--- config.mk ---
export PLATFORM = sky130hd
export DESIGN_NAME = fifo_bus_write
export DESIGN_NICKNAME = d
export VERILOG_FILES = /design/src/rtl/fifo_bus_write.sv
export SDC_FILE = /design/constraint.sdc
export NUM_CORES = 1
export LEC_CHECK = 0
export ABC_CLOCK_PERIOD_IN_PS = 2070
export CAP_MARGIN = 20
export CORE_UTILIZATION = 55
export DETAILED_ROUTE_END_ITERATION = 12
export GPL_ROUTABILITY_DRIVEN = 0
export MAX_ROUTING_LAYER = met4
export PLACE_DENSITY = 0.75
export SETUP_SLACK_MARGIN = 0.3
export SLEW_MARGIN = 40
export SYNTH_ARGS = -nofsm -noshare
export SYNTH_HDL_FRONTEND = slang
export SYNTH_SLANG_ARGS = --single-unit
--- constraint.sdc ---
create_clock -name clk -period 2.07 [get_ports clk]
set_input_delay 0.414 -clock clk [delete_from_list [all_inputs] [get_ports clk]]
set_output_delay 0.414 -clock clk [all_outputs]
set_load 0.005 [all_outputs]
--- src/rtl/fifo_bus_write.sv ---
// rtl/fifo_bus_write.sv - write-side bus FIFO draining local words onto the memory bus in bursts
// Optional sticky overflow flag: define BUS_WR_OVERFLOW_CHECK_EN.
module fifo_bus_write #(
   parameter int DATA_LEN            = 16,
   parameter int DEPTH               = 32,
   parameter int ADDR_LEN            = $clog2(DEPTH),
   parameter int BURST_LEN           = 4,
   parameter int NUM_PIPELINE_STAGES = 0
) (
   input  logic                clk,
   input  logic                rstn,
   input  logic [DATA_LEN-1:0] wr_data,
   input  logic                wr_en,
   input  logic                flush,
   output logic                full,
   output logic                empty,
   output logic                bus_req,
   input  logic                bus_grant,
   output logic                bus_valid,
   output logic [DATA_LEN-1:0] bus_data,
   output logic                bus_last,
   input  logic                bus_ready,
   output logic                overflow
);

   localparam logic [ADDR_LEN:0] DEPTH_C = (ADDR_LEN+1)'(DEPTH);
   localparam logic [ADDR_LEN:0] FULL_C  = (ADDR_LEN+1)'(DEPTH - NUM_PIPELINE_STAGES);
   localparam logic [ADDR_LEN:0] BURST_C = (ADDR_LEN+1)'(BURST_LEN);
   localparam logic [ADDR_LEN:0] ONE_C   = (ADDR_LEN+1)'(1);
   localparam logic [ADDR_LEN:0] TWO_C   = (ADDR_LEN+1)'(2);

   typedef enum logic [1:0] {IDLE, REQ, SEND} state_t;

   state_t              state;
   logic [DATA_LEN-1:0] mem [DEPTH];
   logic [ADDR_LEN-1:0] wr_ptr;
   logic [ADDR_LEN-1:0] rd_ptr;
   logic [ADDR_LEN:0]   count;
   logic [ADDR_LEN:0]   count_next;
   logic [ADDR_LEN:0]   remaining;
   logic [ADDR_LEN:0]   grant_len;
   logic                push;
   logic                pop;

   // count covers the word sitting in bus_data until it is accepted, so its slot stays reserved
   assign push      = wr_en && (count < DEPTH_C);
   assign pop       = bus_valid && bus_ready;
   assign empty     = (count == '0);
   assign grant_len = (count < BURST_C) ? count : BURST_C;

   always_comb begin
      count_next = count;
      if (push && !pop)
         count_next = count + ONE_C;
      else if (!push && pop)
         count_next = count - ONE_C;
   end

   always_ff @(posedge clk) begin
      if (push)
         mem[wr_ptr] <= wr_data;
   end

   always_ff @(posedge clk or negedge rstn) begin
      if (!rstn) begin
         state     <= IDLE;
         wr_ptr    <= '0;
         rd_ptr    <= '0;
         count     <= '0;
         remaining <= '0;
         full      <= 1'b0;
         bus_req   <= 1'b0;
         bus_valid <= 1'b0;
         bus_last  <= 1'b0;
         bus_data  <= '0;
      end else begin
         count <= count_next;
         full  <= (count_next >= FULL_C);
         if (push)
            wr_ptr <= wr_ptr + 1'b1;
         case (state)
            IDLE: begin
               bus_req <= 1'b0;
               if ((count >= BURST_C) || (flush && (count != '0))) begin
                  state   <= REQ;
                  bus_req <= 1'b1;
               end
            end
            REQ: begin
               bus_req <= 1'b1;
               if (bus_grant) begin
                  remaining <= grant_len;
                  bus_data  <= mem[rd_ptr];
                  rd_ptr    <= rd_ptr + 1'b1;
                  bus_valid <= 1'b1;
                  bus_last  <= (grant_len == ONE_C);
                  state     <= SEND;
               end
            end
            SEND: begin
               if (pop) begin
                  if (remaining == ONE_C) begin
                     bus_valid <= 1'b0;
                     bus_last  <= 1'b0;
                     bus_req   <= 1'b0;
                     state     <= IDLE;
                  end else begin
                     remaining <= remaining - ONE_C;
                     bus_data  <= mem[rd_ptr];
                     rd_ptr    <= rd_ptr + 1'b1;
                     bus_last  <= (remaining == TWO_C);
                  end
               end
            end
            default: state <= IDLE;
         endcase
      end
   end

`ifdef BUS_WR_OVERFLOW_CHECK_EN
   always_ff @(posedge clk or negedge rstn) begin
      if (!rstn)
         overflow <= 1'b0;
      else if (wr_en && (count == DEPTH_C))
         overflow <= 1'b1;
   end
`else
   assign overflow = 1'b0;
`endif

endmodule

==> results.toml <==
[run_status]
status = "finished with violations"
violations = "setup timing"

[grt]
grtUsageTotal = 0.272
grt_start_max_net_pins = 33
grt_first_pass_wirelength_mm = 78.0
grt_pass1_vias = 12200
gr-total-overflow = 0
antenna_found_initial = 0

[floorplan]
die-area_mm2 = 0.0407
die_w_um = 202
ios = 44
core_area_mm2 = 0.0390
die_y_um = 202
rows = 72
start_util = 0.562

[cells_and_area]
fin_cells = 1991
multi_input_area_mm2 = 0.00595
nets = 1469
drive_above_1_share = 0.374
antenna_cells = 0
regArea_mm2 = 0.0165
num-fill-cells = 2243
area.growth.synth_to_final_pct = 27.8

[timing]
setup_viol = 16
max_freq_mhz = 451
tightest_slew_ns = 0.701
relSlewSlack = 0.533
finClkSkew_ns = 0.0154
hold_viol = 0
timing.final.max_slew_violations = 0
setup_slack_ns = -0.147
rsz0062_at_grt = "true"
fin_crit_sh = 1.07
min_period_ns = 2.22

[logic_synthesis]
netlist_area_mm2 = 0.0219
synth_top_cell_by_area = "edfxtp_1"
synth-xor-area-share = 0.00519
synth_area_leaders = "edfxtp_1 70%, mux4_2 6.8%, dfrtp_1 5.0%"
synth.avg_cell_area_um2 = 18.5
synth-edff-count = 512
yosysWarnings = 0
synth_top_area_frac = 0.701
synth_cell_type_count = 50
syn_nets = 1223
synth_ff_type = "edfxtp_1"
synth_compound_area_frac = 0.0684
ys_ff_latch = 556
synth_top_family_by_area = "multiplexers"
synth_fa_ha_area_frac = 0.00855
seq_area_frac_synth = 0.751
ys_async_sr_fraction = 0.0791
synth_common_cells = "512 x edfxtp_1, 99 x mux2i_1, 66 x mux4_2, 52 x nor2_1, 44 x dfrtp_1"
synth_cells = 1186
synth-simple-area-share = 0.0263
yosysMostFrequentCell = "edfxtp_1"
muxShareOfSynthArea = 0.121

[pwr]
ir_drop_v = 0.000952
finalPower_uw = 25600
powerDensity_mw_per_mm2 = 914
leakagePower_uw = 0.00922

[setup_path]
arrival_ns = 2.68
required_ns = 2.54
worst-path-max-fanout = 6
path_class = "register to register"
cp-start-kind = "register"
critPathCaptureType = "register"

[run]
cap_violations = 0

[routing]
drt_first_iter_violations = 1434
wire_per_inst_um = 27.4
drcViolationCount = 0
num_vias = 12500
via_per_inst = 6.28
wl_mm = 54.6
dr.pass1.iters = 5
drtAntennaViolNets = 0

[cts]
clkSinkCount = 556
clk_latency_ns = 0.58
cts-buffers-inserted = 54
cts_root_buf = "clkbuf_16"
clkTransAtPathRegs_ns = 0.07
h-tree-depth = 2
clockBufferDepth = 3
cts_tree = "yes"

[place]
placedCellCount = 1833
port_buffers = 42
hpwl_mm = 31.2

[hold_path]
hold_path_class = "input pin to async pin"
==> flip-flops by register name, summed over array words and instances, names as in the netlist <==
register / flops
full: 1
wr_ptr: 5
state: 2
bus_req: 1
remaining: 6
bus_data: 16
rd_ptr: 5
count: 6
bus_last: 1
bus_valid: 1
mem: 512
==> worst paths after layout <==
| path | from | endpoint | slack [ns] | depth (start not counted) |
|---|---|---|---|---|
| hold / removal | rstn | count[4]$_DFF_PN0_ | 0.42 | 2 |
| min in group clk | bus_data[12]$_DFFE_PN0P_ | bus_data[12]$_DFFE_PN0P_ | 0.52 | 1 |
| hold reg to reg | bus_data[12]$_DFFE_PN0P_ | bus_data[12]$_DFFE_PN0P_ | 0.52 | 1 |
| setup reg to reg | rd_ptr[0]$_DFFE_PN0P_ | bus_data[4]$_DFFE_PN0P_ | -0.15 | 10 |
| max in group asynchronous | rstn | wr_ptr[2]$_DFFE_PN0P_ | 1.09 | 3 |
| setup / recovery | rd_ptr[0]$_DFFE_PN0P_ | bus_data[4]$_DFFE_PN0P_ | -0.15 | 10 |
==> routing by layer <==
metal,up-vias,share of wire,routed length (um),global-route usage
met2,700,0.48,26100,0.409
met4,0,0.031,1690,0.0879
met1,6375,0.40,21800,0.386
met3,99,0.093,5080,0.0431
li1,5322,-,-,-
met5,-,0,0,-
==> power breakdown <==
| group | total (uW) | internal (uW) | switching [uW] |
|---|---|---|---|
| combinational | 2440 | 958 | 1480 |
| clock | 9930 | 5870 | 4060 |
| sequential | 13300 | 12900 | 329 |
==> what timing repair did <==
action | 4_1_cts | 5_1_grt
buffers inserted | 29 | 23
pin swaps | 21 | 45
gates resized for setup | 139 | 92
hold buffers | 1 | 0
endpoints found under the setup margin | 47 | 330
endpoints found under the hold margin | 26 | 0
gates cloned | 4 | 4
==> cell families after synthesis <==
kind of cell / Yosys count
AO/OA/AOI/OAI: 218
XOR/XNOR: 13
adder cells (fa/ha/maj): 15
buffers and inverters: 82
flip-flops: 556
multiplexers: 181
other: 1
AND/OR/NAND/NOR: 120
==> placed cells by master (no fill, tap or decap), drive strengths merged, types with 3 or more instances in the layout <==
master         count
o21ai             43
or2                4
o22ai             15
clkdlybuf4s50     20
nor4               3
xnor2             10
edfxtp           512
nor2              52
clkinv            17
a221oi            15
ha                15
xor2               3
clkbuf            72
nand2             24
o2bb2ai           16
a21oi             38
mux4              66
nand3              7
buf              215
dlygate4sd2       20
mux2              16
bufinv             7
a22oi             19
and4               3
a22o              30
nor2b              6
nand4              7
inv               14
dfrtp             44
or3                3
mux2i             99
a211oi            32
nand3b             6
==> metrics by stage <==
stage / TNS, ns / hold slack (ns) / util / area (um2) / worst slack, ns
after detailed placement: -17.84 / 0.477 / 0.637 / 24800 / -0.273
after floorplan: 0 / 0.118 / - / 22300 / 0.282
after global placement: -13.60 / 0.484 / 0.637 / 24800 / -0.246
final: -1.11 / 0.419 / 0.719 / 28000 / -0.147
after global routing: -2.02 / 0.476 / 0.719 / 28000 / -0.209
after CTS: -0.626 / 0.412 / 0.703 / 27400 / -0.140
==> worst max-delay path: stages (launching register included) <==
cell	delay (ns)
dfrtp_4	0.56
buf_12	0.16
buf_16	0.14
nand3b_1	0.14
buf_6	0.14
buf_16	0.11
o21ai_1	0.11
a211oi_2	0.30
buf_4	0.16
a21oi_1	0.06
a22o_1	0.19
==> cell type report <==
| class | count | share of cell area |
|---|---|---|
| clock buffer | 69 | 0.0524 |
| clock inverter | 28 | 0.0114 |
| inverter | 12 | 0.00161 |
| multi-input combinational | 549 | 0.212 |
| sequential | 556 | 0.588 |
| tap | 518 | 0.0231 |
| timing repair buffer | 259 | 0.111 |
(Power assumes the default switching activity.)
